<file path="config.mk">
export PLATFORM = sky130hd
export DESIGN_NAME = ccm_ctr_burst_pipe_aes_flat
export DESIGN_NICKNAME = d
export VERILOG_FILES = /design/src/rtl/ccm_ctr_burst_pipe_aes_if.sv /design/src/rtl/ccm_ctr_burst_pipe_aes.sv /design/src/flat_wrapper.sv
export SDC_FILE = /design/constraint.sdc
export NUM_CORES = 1
export LEC_CHECK = 0
export CAP_MARGIN = 15
export CORE_MARGIN = 4
export CORE_UTILIZATION = 30
export CTS_CLUSTER_SIZE = 8
export DETAILED_ROUTE_END_ITERATION = 8
export MAX_ROUTING_LAYER = met4
export SKIP_CTS_REPAIR_TIMING = 1
export SLEW_MARGIN = 10
export SYNTH_ARGS = -nofsm -noshare
export SYNTH_HDL_FRONTEND = slang
export SYNTH_SLANG_ARGS = --single-unit
</file>
<file path="constraint.sdc">
create_clock -name clk -period 8 [get_ports clk]
set_input_delay 0.8 -clock clk [delete_from_list [all_inputs] [get_ports clk]]
set_output_delay 0.8 -clock clk [all_outputs]
set_load 0.03 [all_outputs]
</file>
<file path="src/rtl/ccm_ctr_burst_pipe_aes_if.sv">
// ccm_ctr_burst_pipe_aes_if: burst request, keystream handshake and status bundle
interface ccm_ctr_burst_pipe_aes_if #(
  parameter int WIDTH_NONCE = 100,
  parameter int WIDTH_FLAG  = 8,
  parameter int WIDTH_COUNT = 20
);
  localparam int WIDTH_KEY = WIDTH_NONCE + WIDTH_FLAG + WIDTH_COUNT;
  logic [WIDTH_KEY-1:0]   key_aes;
  logic [WIDTH_NONCE-1:0] ccm_ctr_nonce;
  logic [WIDTH_FLAG-1:0]  ccm_ctr_flag;
  logic [WIDTH_COUNT-1:0] ctr_start;
  logic [WIDTH_COUNT-1:0] num_blocks;
  logic                   start;
  logic                   encrypt_rdy;
  logic [WIDTH_KEY-1:0]   encrypt_data;
  logic                   encrypt_en;
  logic                   busy;
  logic                   done;
  logic                   ctr_wrap;
  modport master (
    output key_aes, ccm_ctr_nonce, ccm_ctr_flag, ctr_start, num_blocks, start, encrypt_rdy,
    input  encrypt_data, encrypt_en, busy, done, ctr_wrap
  );
  modport slave (
    input  key_aes, ccm_ctr_nonce, ccm_ctr_flag, ctr_start, num_blocks, start, encrypt_rdy,
    output encrypt_data, encrypt_en, busy, done, ctr_wrap
  );
endinterface

</file>
<file path="src/rtl/ccm_ctr_burst_pipe_aes.sv">
// ccm_ctr_burst_pipe_aes: CCM counter-block burst issuer with stand-in cipher pipe and credit-guarded output FIFO
module ccm_ctr_burst_pipe_aes #(
  parameter int WIDTH_NONCE = 100,
  parameter int WIDTH_FLAG  = 8,
  parameter int WIDTH_COUNT = 20,
  parameter int AES_LAT     = 10,
  parameter int FIFO_DEPTH  = 4
) (
  input logic                  clk,
  input logic                  kill,
  ccm_ctr_burst_pipe_aes_if.slave bus
);
  localparam int WIDTH_KEY = WIDTH_NONCE + WIDTH_FLAG + WIDTH_COUNT;
  localparam int AW = FIFO_DEPTH > 1 ? $clog2(FIFO_DEPTH) : 1;
  localparam int CW = $clog2(FIFO_DEPTH + 1);
  localparam int OW = $clog2(FIFO_DEPTH + AES_LAT + 1);
  localparam logic [AW-1:0] LAST = AW'(FIFO_DEPTH - 1);
  typedef enum logic [1:0] {IDLE, ISSUE, DRAIN} state_t;
  state_t state, next;
  logic accept, issue, fin, wr, pop, room, en;
  logic [WIDTH_KEY-1:0] key_q;
  logic [WIDTH_NONCE-1:0] nonce_q;
  logic [WIDTH_FLAG-1:0] flag_q;
  logic [WIDTH_COUNT-1:0] cnt, rem;
  logic busy, done, wrap;
  logic [WIDTH_KEY-1:0] pipe [1:AES_LAT];
  logic [AES_LAT:1] pv;
  logic [WIDTH_KEY-1:0] mem [FIFO_DEPTH];
  logic [AW-1:0] wptr, rptr;
  logic [CW-1:0] fcnt;
  logic [OW-1:0] occ;
  // Every in-flight block already owns a FIFO slot, so the pipe never has to stall.
  always_comb begin
    occ = OW'(fcnt);
    for (int i = 1; i <= AES_LAT; i++) occ = occ + OW'(pv[i]);
  end
  assign room = occ < OW'(FIFO_DEPTH);
  assign en   = fcnt != '0;
  assign wr   = pv[AES_LAT];
  assign pop  = en & bus.encrypt_rdy;
  assign bus.encrypt_en   = en;
  assign bus.encrypt_data = en ? mem[rptr] : '0;
  assign bus.busy     = busy;
  assign bus.done     = done;
  assign bus.ctr_wrap = wrap;
  always_ff @(posedge clk or posedge kill) begin
    if (kill) state <= IDLE;
    else      state <= next;
  end
  always_comb begin
    next   = state;
    accept = 1'b0;
    issue  = 1'b0;
    fin    = 1'b0;
    case (state)
      IDLE: begin
        accept = bus.start;
        next   = bus.start ? (bus.num_blocks == '0 ? DRAIN : ISSUE) : IDLE;
      end
      ISSUE: begin
        issue = room;
        next  = room && rem == WIDTH_COUNT'(1) ? DRAIN : ISSUE;
      end
      DRAIN: begin
        fin  = pv == '0 && fcnt == '0;
        next = fin ? IDLE : DRAIN;
      end
      default: next = IDLE;
    endcase
  end
  always_ff @(posedge clk or posedge kill) begin
    if (kill) begin
      cnt  <= '0;
      rem  <= '0;
      busy <= 1'b0;
      done <= 1'b0;
      wrap <= 1'b0;
      pv   <= '0;
      wptr <= '0;
      rptr <= '0;
      fcnt <= '0;
    end else begin
      done <= fin;
      if (accept) begin
        cnt  <= bus.ctr_start;
        rem  <= bus.num_blocks;
        wrap <= 1'b0;
        busy <= 1'b1;
      end
      if (issue) begin
        cnt <= cnt + WIDTH_COUNT'(1);
        rem <= rem - WIDTH_COUNT'(1);
        if (&cnt && rem > WIDTH_COUNT'(1)) wrap <= 1'b1;
      end
      if (fin) busy <= 1'b0;
      pv[1] <= issue;
      for (int i = 2; i <= AES_LAT; i++) pv[i] <= pv[i-1];
      if (wr) wptr <= wptr == LAST ? '0 : wptr + AW'(1);
      if (pop) rptr <= rptr == LAST ? '0 : rptr + AW'(1);
      fcnt <= fcnt + CW'(wr) - CW'(pop);
    end
  end
  always_ff @(posedge clk) begin
    if (accept) begin
      key_q   <= bus.key_aes;
      nonce_q <= bus.ccm_ctr_nonce;
      flag_q  <= bus.ccm_ctr_flag;
    end
    pipe[1] <= {flag_q, nonce_q, cnt} ^ key_q;
    for (int i = 2; i <= AES_LAT; i++) pipe[i] <= pipe[i-1];
    if (wr) mem[wptr] <= pipe[AES_LAT];
  end
endmodule

</file>
<file path="src/flat_wrapper.sv">
// flat-port wrapper written by rule: the top's interface ports become plain ports
module ccm_ctr_burst_pipe_aes_flat 
#(
  parameter int WIDTH_NONCE = 100,
  parameter int WIDTH_FLAG  = 8,
  parameter int WIDTH_COUNT = 20,
  parameter int AES_LAT     = 10,
  parameter int FIFO_DEPTH  = 4
)
  (clk, kill, bus_key_aes, bus_ccm_ctr_nonce, bus_ccm_ctr_flag, bus_ctr_start, bus_num_blocks, bus_start, bus_encrypt_rdy, bus_encrypt_data, bus_encrypt_en, bus_busy, bus_done, bus_ctr_wrap);
  ccm_ctr_burst_pipe_aes_if #(.WIDTH_NONCE(WIDTH_NONCE), .WIDTH_FLAG(WIDTH_FLAG), .WIDTH_COUNT(WIDTH_COUNT)) bus_i ();
  input logic clk;
  input logic kill;
  input wire logic [$bits(bus_i.key_aes)-1:0] bus_key_aes;
  input wire logic [$bits(bus_i.ccm_ctr_nonce)-1:0] bus_ccm_ctr_nonce;
  input wire logic [$bits(bus_i.ccm_ctr_flag)-1:0] bus_ccm_ctr_flag;
  input wire logic [$bits(bus_i.ctr_start)-1:0] bus_ctr_start;
  input wire logic [$bits(bus_i.num_blocks)-1:0] bus_num_blocks;
  input wire logic [$bits(bus_i.start)-1:0] bus_start;
  input wire logic [$bits(bus_i.encrypt_rdy)-1:0] bus_encrypt_rdy;
  output wire logic [$bits(bus_i.encrypt_data)-1:0] bus_encrypt_data;
  output wire logic [$bits(bus_i.encrypt_en)-1:0] bus_encrypt_en;
  output wire logic [$bits(bus_i.busy)-1:0] bus_busy;
  output wire logic [$bits(bus_i.done)-1:0] bus_done;
  output wire logic [$bits(bus_i.ctr_wrap)-1:0] bus_ctr_wrap;
  assign bus_i.key_aes = bus_key_aes;
  assign bus_i.ccm_ctr_nonce = bus_ccm_ctr_nonce;
  assign bus_i.ccm_ctr_flag = bus_ccm_ctr_flag;
  assign bus_i.ctr_start = bus_ctr_start;
  assign bus_i.num_blocks = bus_num_blocks;
  assign bus_i.start = bus_start;
  assign bus_i.encrypt_rdy = bus_encrypt_rdy;
  assign bus_encrypt_data = bus_i.encrypt_data;
  assign bus_encrypt_en = bus_i.encrypt_en;
  assign bus_busy = bus_i.busy;
  assign bus_done = bus_i.done;
  assign bus_ctr_wrap = bus_i.ctr_wrap;
  ccm_ctr_burst_pipe_aes #(.WIDTH_NONCE(WIDTH_NONCE), .WIDTH_FLAG(WIDTH_FLAG), .WIDTH_COUNT(WIDTH_COUNT), .AES_LAT(AES_LAT), .FIFO_DEPTH(FIFO_DEPTH)) u_core (.clk(clk), .kill(kill), .bus(bus_i));
endmodule
</file>
==> flow_summary.yaml, run 1 <==
yosys:
  yosysWarnings: 0
  synth_top_family_by_area: "multiplexers"
  synth_ff_type: "dfxtp_1"
  synth_mux_area_share_pct: 5.127
  synth_nets: 3122
  synthAdderAreaFrac_pct: 0.5434
  ys_ff_latch: 2090
  ys_types: 66
  synth_cells: 2821
  synth_edf_count: 748
  synth_compound_area_share_pct: 1.347
  async_reset_ff_share_pct: 2.967
  synth_area_sq_mm: 0.05664
  syn_avg_cell_area_sq_um: 20.08
  synthXorXnorAreaFrac_pct: 2.026
  synth-simple-area-share_pct: 2.673
  synth_seq_area_share_pct: 87.63
timing:
  skew_ns: 0.04896
  finalSetupTns_ns: 0
  hold_slack_ns: 0.2731
  finalSetupViolCount: 0
  fmax_mhz: 210.9
  layout_min_cycle_time_ns: 4.742
  maxSlewHeadroom_pct: 24.99
  grt_setup_unrepaired: "no"
  finalHoldViolCount: 0
  report.final.slew_viol_count: 0
  worst-slew-pin-transition_ns: 1.125
  finalCritPeriodShare_pct: 59.28
floorplanning:
  io_pins: 412
  die_w_um: 442.5
  die_area_sq_mm: 0.1958
  core_sq_mm: 0.1878
  die_h_um: 442.5
  initial_core_util_pct: 30.16
  rows: 159
clock_tree:
  cts-buffers-inserted: 314
  cts_tree: "built"
  clkLatencyLatePin_ns: 0.88
  cts_max_level: 5
  clock_path_buffers: 4
  clock-sinks: 2090
  root_buffer: "clkbuf_16"
  cts.clk_slew.worst_paths_ns: 0.05
status:
  run_status: "complete, no violations"
global_routing:
  grt_max_degree: 154
  overflow: 0
  antenna_found_initial: 4
  grt_pass1_wl_um: 155400
  grt_pass1_vias: 26360
  grt.total_usage_pct: 10.75
cells_and_area:
  layoutNonFillerInstCount: 6214
  drive_above_1_share_pct: 13.67
  area_growth_pct: 28.26
  fin_nets: 3808
setup_path:
  critPathLaunchType: "register"
  endpoint_kind: "output port"
  r2r_end: "u_core.cnt[9]"
  crit_start: "u_core.rptr[1]"
  crit_fanout: 52
  critPathKind: "register to output port"
  worstPathArrival_ns: 3.94
  required_ns: 7.20
  worst-r2r-setup-slack_ns: 3.56
  rr_worst_depth: 12
  critPathCapture: "bus_encrypt_data[54]"
  reg2reg_from: "u_core.pv[5]"
detailed_routing:
  detail_route.first_pass.iterations: 5
  drc_errors: 0
  ant_nets: 0
  routed_via_density: 3.878
  dr_total_vias: 24100
  wire_per_inst_um: 16.58
  drt_iter0_drc: 1264
  finalWirelength_um: 103000
flow_run:
  drv_cap: 0
placed_design:
  post-dp-hpwl_um: 61570
  gp_congestion: 0.7411
  place.port_buffers: 411
  dp_cells: 5686
power:
  power.total_uw: 28930
  p_per_area_mw_per_mm2: 398.2
  p_leak_uw: 0.02656
  vdd_ir_drop_max_mv: 0.3456
hold_path:
  hold_path.class: "register to register"
==> metrics by stage <==
step           worst slack [ns]  util, %  cell area (sq um)
2_1_floorplan            0.2381        -              56650
3_3_place_gp              3.604    33.98              63810
3_5_place_dp              3.579    33.98              63810
4_1_cts                   3.060    38.68              72640
5_1_grt                   3.054    38.68              72650
6_report                  3.258    38.69              72650
==> where the power goes <==
group / total [uW] / switching [uW] / internal (uW)
combinational: 5400 / 3220 / 2180
clock: 11500 / 4210 / 7320
sequential: 12000 / 277 / 11700
total: 28900 / 7710 / 21200
==> critical path: stages, from the launching register on <==
cell,delay (ns)
dfrtp_4,0.98
buf_4,0.71
mux4_2,0.32
and2_1,0.25
clkdlybuf4s50_1,0.72
==> cells in the final DEF (no fill, tap or decap), drive strengths merged, types with 3 or more instances in the layout <==
| cell | count |
|---|---|
| xor2 | 128 |
| nor2 | 16 |
| or2 | 4 |
| o311ai | 13 |
| and2 | 134 |
| inv | 43 |
| o22ai | 6 |
| a221o | 7 |
| fa | 6 |
| a21oi | 10 |
| nand3 | 11 |
| nand2b | 3 |
| nor4 | 14 |
| dfxtp | 1280 |
| nand2 | 39 |
| mux4 | 128 |
| clkbuf | 511 |
| o211ai | 26 |
| dfrtp | 62 |
| buf | 15 |
| a22oi | 3 |
| diode | 4 |
| o21ai | 22 |
| or3 | 4 |
| or4 | 5 |
| edfxtp | 748 |
| and3 | 5 |
| clkdlybuf4s50 | 411 |
| nand4 | 3 |
| xnor2 | 3 |
| nor3 | 10 |
| ha | 15 |
| nor3b | 5 |
==> final cells by class <==
| cell class | count | area, sq um |
|---|---|---|
| Antenna cell | 4 | 10.01 |
| Clock buffer | 511 | 8702 |
| Clock inverter | 13 | 125.1 |
| Fill cell | 17070 | 115100 |
| Inverter | 33 | 131.4 |
| Multi-Input combinational cell | 642 | 6651 |
| Sequential cell | 2090 | 49650 |
| Tap cell | 2495 | 3122 |
| Timing Repair Buffer | 426 | 4264 |
==> per-layer routing <==
metal  global-route usage (%)  vias up  wire, um
li1                         -    11530         -
met1                    10.43    11830     37670
met2                    19.85      514     57150
met3                    2.615      227      4155
met4                    5.347        0      4043
met5                        -        -         0
==> flip-flops by register name, indices dropped and copies added, names as in the netlist, 3 cells and up <==
| register | cells |
|---|---|
| u_core.pv | 10 |
| u_core.rem | 20 |
| u_core.nonce_q | 100 |
| u_core.mem | 512 |
| u_core.pipe | 1280 |
| u_core.cnt | 20 |
| u_core.fcnt | 3 |
| u_core.flag_q | 8 |
| u_core.key_q | 128 |
==> cell usage after synthesis (3+ instances only) <==
library cell	instances	area [sq um]
inv_1	31	116.4
a21oi_1	8	40.04
or2_2	4	25.02
a221o_1	7	70.07
a22oi_1	3	22.52
nor4_1	12	75.07
fa_1	6	120.1
or4_4	3	33.78
edfxtp_1	748	22460
nand4_1	3	18.77
or3_1	3	18.77
xnor2_1	3	26.28
o311ai_0	10	87.58
dfxtp_1	1280	25620
dfrtp_1	62	1551
buf_1	7	26.28
o21ai_0	21	105.1
mux4_2	128	2883
and3_1	5	31.28
o211ai_1	24	180.2
nor3_1	10	50.05
clkbuf_1	29	108.9
ha_1	15	187.7
buf_2	17	85.08
nor2_1	16	60.06
xor2_1	128	1121
nor3b_1	5	37.54
nand3_1	11	55.05
nand2_1	39	146.4
o22ai_1	6	37.54
and2_1	134	838.3
==> how the worst min path moves through the flow <==
| stage | start | end | slack [ns] | cells past startpoint |
|---|---|---|---|---|
| after floorplan | u_core.pipe[0][872] | u_core.pipe[0][1000] | 0.31 | 0 |
| after global placement | u_core.pipe[0][909] | u_core.pipe[0][1037] | 0.31 | 0 |
| after detailed placement | u_core.pipe[0][919] | u_core.pipe[0][1047] | 0.31 | 0 |
| after CTS | u_core.pipe[0][803] | u_core.pipe[0][931] | 0.27 | 0 |
| after global routing | u_core.pipe[0][1190] | u_core.pipe[0][1318] | 0.28 | 0 |
| final | u_core.pipe[0][803] | u_core.pipe[0][931] | 0.27 | 0 |
==> cell families (layout without fill, tap and decap cells) <==
logic type | Yosys count | count (layout)
flip-flops | 2090 | 2090
AND/OR/NAND/NOR | 258 | 258
XOR/XNOR | 131 | 131
multiplexers | 130 | 130
AO/OA/AOI/OAI | 102 | 102
buffers and inverters | 89 | 983
adder cells (fa/ha/maj) | 21 | 21
other | 0 | 4
(Power assumes the default switching activity.)
==> run 2: changes to the inputs <==
==> constraint.sdc (replaced) <==
create_clock -name clk -period 4.4 [get_ports clk]
set_input_delay 0.44 -clock clk [delete_from_list [all_inputs] [get_ports clk]]
set_output_delay 0.44 -clock clk [all_outputs]
set_load 0.03 [all_outputs]
==> flow_summary.yaml, run 2 (synthesized netlist as in run 1, its figures left out) <==
timing:
  maxSlewHeadroom_pct: 29.30
  fmax_mhz: 246.7
  finalSetupViolCount: 0
  finalHoldViolCount: 0
  report.final.slew_viol_count: 0
  layout_min_cycle_time_ns: 4.054
  worst-slew-pin-transition_ns: 1.061
  grt_setup_unrepaired: "no"
  finalCritPeriodShare_pct: 92.13
  worst_slack_ns: 0.3463
  finalSetupTns_ns: 0
  hold_slack_ns: 0.09343
  skew_ns: 0.06233
floorplanning:
  io_pins: 412
  rows: 159
  initial_core_util_pct: 30.16
  die_area_sq_mm: 0.1958
  die_h_um: 442.5
  core_sq_mm: 0.1878
  die_w_um: 442.5
cells_and_area:
  fin_area_sq_mm: 0.07309
  largest_register: "u_core.pipe"
  final_common_cell: "dfxtp_1"
  area_growth_pct: 29.04
  largest_register_ffs: 1280
  largestRegisters: "u_core.pipe x1280, u_core.mem x512, u_core.key_q x128"
  finalCoreUtilization_pct: 38.92
  drive_above_1_share_pct: 14.12
  fin_nets: 3821
  final_cell_mix: "dfxtp_1 (1280), edfxtp_1 (748), clkdlybuf4s50_1 (411)"
clock_tree:
  clock_path_buffers: 4
  clock-sinks: 2090
  cts-buffers-inserted: 315
  cts_max_level: 5
  cts_tree: "built"
  clkLatencyLatePin_ns: 0.90
  cts.clk_slew.worst_paths_ns: 0.05
  root_buffer: "clkbuf_16"
power:
  p_leak_uw: 0.02676
  p_per_area_mw_per_mm2: 728.4
  vdd_ir_drop_max_mv: 0.4845
placed_design:
  dpl-instance-area_sq_mm: 0.06405
  post-dp-hpwl_um: 62480
  gp_congestion: 0.7693
  place_ws_ns: 0.3519
  place.port_buffers: 411
global_routing:
  grt_max_degree: 129
  grt_pass1_vias: 26560
  antenna_found_initial: 5
  overflow: 0
  grt.total_usage_pct: 10.87
  grt_pass1_wl_um: 157300
detailed_routing:
  drc_errors: 0
  ant_nets: 0
  routed_via_density: 3.900
  drt_iter0_drc: 1146
  finalWirelength_um: 103400
  dr_total_vias: 24290
  wire_per_inst_um: 16.60
  detail_route.first_pass.iterations: 5
flow_run:
  drv_cap: 0
setup_path:
  slowest_stage: "fa_1"
  path_common_cell: "fa_1"
  path_cells: "fa_1, inv_1, fa_1, fa_1, inv_1, ha_1, a21oi_2, and4b_1, o211ai_1, o311ai_0, o211ai_1"
  endpoint_kind: "register"
  critPathLaunchType: "register"
  slowest_delay_ns: 0.54
  crit_fanout: 12
  required_ns: 5.09
  crit_family: "adder cells"
  critical_path_buf_inv_count: 2
  worstPathArrival_ns: 4.74
  critPathKind: "register to register"
status:
  run_status: "complete, no violations"
hold_path:
  hold_path.class: "primary input to register"
run 2: worst reg2reg max path, cell delays in order (launching register included):
cell,delay [ns]
dfrtp_1,0.41
fa_1,0.54
inv_1,0.05
fa_1,0.41
fa_1,0.51
inv_1,0.05
ha_1,0.29
a21oi_2,0.22
and4b_1,0.41
o211ai_1,0.38
o311ai_0,0.45
o211ai_1,0.16
run 2: metal layers:
layer / vias to the layer above / global-route usage, % / wire (um)
met5: - / - / 0
met4: 0 / 5.083 / 3833
met3: 249 / 2.710 / 4146
met2: 504 / 19.83 / 57300
met1: 12000 / 10.85 / 38120
li1: 11530 / - / -
run 2: power by group:
part | leakage, uW | switching, uW | total, uW | internal, uW
clock | 0.00432 | 7670 | 21300 | 13600
combinational | 0.00416 | 6010 | 10200 | 4150
sequential | 0.0183 | 492 | 21800 | 21300
total | 0.0268 | 14200 | 53200 | 39100
run 2: final timing paths:
kind                       slack, ns                    to             startpoint  depth (start not counted)
setup reg to reg                0.35         u_core.rem[8]           u_core.pv[5]                         11
hold / removal                  0.09    u_core.nonce_q[28]  bus_ccm_ctr_nonce[28]                          1
min in group asynchronous       0.55        u_core.rptr[1]                   kill                          3
hold reg to reg                 0.27  u_core.pipe[0][1075]    u_core.pipe[0][947]                          0
max in group asynchronous       2.89        u_core.rem[15]                   kill                          4
setup / recovery                0.35         u_core.rem[8]           u_core.pv[5]                         11
run 2: per-stage QoR:
step / power [uW] / cells
after floorplan: 28190 / 2821
after global placement: 32510 / 5697
after detailed placement: 32590 / 5697
after CTS: 54290 / 6225
after global routing: 55650 / 6228
final: 53240 / 6228
run 2: final cells by class:
type                            count  area (sq um)
Clock inverter                     13         163.9
Timing Repair Buffer              438          4507
Fill cell                       16910        114700
Clock buffer                      515          8865
Inverter                           33         131.4
Tap cell                         2495          3122
Sequential cell                  2090         49650
Multi-Input combinational cell    642          6651
Antenna cell                        2         5.005
==> run 3: changes to the inputs <==
--- a/config.mk
+++ b/config.mk
@@ -10,6 +10,7 @@
 export CORE_UTILIZATION = 30
 export CTS_CLUSTER_SIZE = 8
 export DETAILED_ROUTE_END_ITERATION = 8
+export HOLD_SLACK_MARGIN = 0.1
 export MAX_ROUTING_LAYER = met4
 export SKIP_CTS_REPAIR_TIMING = 1
 export SLEW_MARGIN = 10
==> flow_summary.yaml, run 3 (synthesized netlist as in run 1, its figures left out) <==
power:
  power.total_uw: 53410
  seqPwrFrac_pct: 40.8
  p_per_area_mw_per_mm2: 712.0
  p_sw_uw: 14230
  power_frac_clock_pct: 39.9
  pwr-share-comb_pct: 19.3
  p_leak_uw: 0.02756
  p_int_uw: 39170
  switching_share_pct: 26.65
  vdd_ir_drop_max_mv: 0.4828
cells_and_area:
  final_common_cell: "dfxtp_1"
  final_cell_mix: "dfxtp_1 (1280), edfxtp_1 (748), clkdlybuf4s50_1 (411)"
  drive_above_1_share_pct: 13.43
  area_growth_pct: 32.43
  largest_register: "u_core.pipe"
  fin_nets: 4013
  largestRegisters: "u_core.pipe x1280, u_core.mem x512, u_core.key_q x128"
  largest_register_ffs: 1280
  fillerInstances: 16720
detailed_routing:
  drt_iter0_drc: 1164
  routed_via_density: 3.910
  finalWirelength_um: 106200
  detail_route.first_pass.iterations: 5
  ant_nets: 0
  dr_total_vias: 25100
  drc_errors: 0
  wire_per_inst_um: 16.54
status:
  run_status: "complete, no violations"
global_routing:
  antenna_found_initial: 5
  grt_pass1_wl_um: 157300
  grt.total_usage_pct: 10.87
  grt_max_degree: 129
  grt_pass1_vias: 26560
  overflow: 0
setup_path:
  critPathLaunchType: "register"
  required_ns: 5.09
  rr_worst_depth: 11
  worstPathArrival_ns: 4.75
  r2r_end: "u_core.rem[8]"
  reg2reg_from: "u_core.pv[5]"
  critical_path_buf_inv_count: 2
  crit_family: "adder cells"
  path_common_cell: "fa_1"
  critPathCapture: "u_core.rem[8]"
  critPathKind: "register to register"
  slowest_delay_ns: 0.54
  cp.depth: 11
  crit_fanout: 12
  endpoint_kind: "register"
  worst-r2r-setup-slack_ns: 0.35
  path_cells: "fa_1, inv_1, fa_1, fa_1, inv_1, ha_1, a21oi_2, and4b_1, o211ai_1, o311ai_0, o211ai_1"
  crit_start: "u_core.pv[5]"
  slowest_stage: "fa_1"
timing:
  finalSetupTns_ns: 0
  worst-slew-pin-transition_ns: 1.044
  fmax_mhz: 246.6
  worst_slack_ns: 0.3453
  grt_setup_unrepaired: "no"
  maxSlewHeadroom_pct: 30.39
  layout_min_cycle_time_ns: 4.055
  finalCritPeriodShare_pct: 92.15
  skew_ns: 0.06332
  hold_slack_ns: 0.1457
  finalSetupViolCount: 0
  finalHoldViolCount: 0
  report.final.slew_viol_count: 0
clock_tree:
  clock-sinks: 2090
  cts.clk_slew.worst_paths_ns: 0.05
  cts-buffers-inserted: 315
  cts_max_level: 5
  clock_path_buffers: 4
  clkLatencyLatePin_ns: 0.90
  cts_tree: "built"
  root_buffer: "clkbuf_16"
floorplanning:
  io_pins: 412
  core_sq_mm: 0.1878
  die_h_um: 442.5
  die_w_um: 442.5
  rows: 159
  die_area_sq_mm: 0.1958
  initial_core_util_pct: 30.16
placed_design:
  gp_congestion: 0.7693
  place.port_buffers: 411
  place_ws_ns: 0.3519
  post-dp-hpwl_um: 62480
flow_run:
  drv_cap: 0
hold_path:
  hold_path.class: "primary input to register"
[run 3: changes by cell type in the layout (fill, tap and decap cells not counted)]
cell           delta
dlygate4sd3_1   +192
[run 3: metal layers]
layer	up-vias	share of wire, %	GRT usage (%)
met3	253	4.1	2.710
li1	11920	-	-
met4	0	3.9	5.083
met5	-	0	-
met2	521	55	19.83
met1	12410	37	10.85
[run 3: final cells by class]
| class | instances | area (sq um) | share of cell area, % |
|---|---|---|---|
| antenna | 2 | 5.005 | 0.006672 |
| clock buffer | 515 | 8865 | 11.82 |
| clock inverter | 13 | 163.9 | 0.2185 |
| inverter | 33 | 131.4 | 0.1751 |
| multi-input combinational | 642 | 6651 | 8.867 |
| sequential | 2090 | 49650 | 66.18 |
| tap | 2495 | 3122 | 4.162 |
| timing repair buffer | 630 | 6429 | 8.570 |
[run 3: stage by stage]
step           util, %  std cells  cell area (sq um)
3_3_place_gp     34.10       5697              64050
6_report         39.94       6420              75010
2_1_floorplan        -       2821              56640
3_5_place_dp     34.10       5697              64050
4_1_cts          38.91       6225              73080
5_1_grt          39.94       6420              75010
[run 3: worst min path at each step]
stage	cells after the start	slack, ns	from	to
4_1_cts	2	-0.08	kill	u_core.rptr[1]
2_1_floorplan	0	0.31	u_core.pipe[0][872]	u_core.pipe[0][1000]
3_5_place_dp	0	0.31	u_core.pipe[0][883]	u_core.pipe[0][1011]
6_report	1	0.15	bus_ccm_ctr_nonce[19]	u_core.nonce_q[19]
5_1_grt	1	0.09	bus_ccm_ctr_flag[0]	u_core.flag_q[0]
3_3_place_gp	0	0.31	u_core.pipe[0][160]	u_core.pipe[0][288]
[run 3: worst register-to-register path: stages (launching register included)]
cell and delay (ns):
dfrtp_1 0.41, fa_1 0.54, inv_1 0.05, fa_1 0.41, fa_1 0.51, inv_1 0.05, ha_1 0.29, a21oi_2 0.22
and4b_1 0.41, o211ai_1 0.39, o311ai_0 0.45, o211ai_1 0.15
[run 3: power groups by stage]
stage	sequential, uW	clock (uW)	combinational [uW]
after floorplan	22000	0	6190
after global placement	22100	0	10400
after detailed placement	22200	0	10400
after CTS	21800	22000	10500
after global routing	21900	23000	11000
final	21800	21300	10300
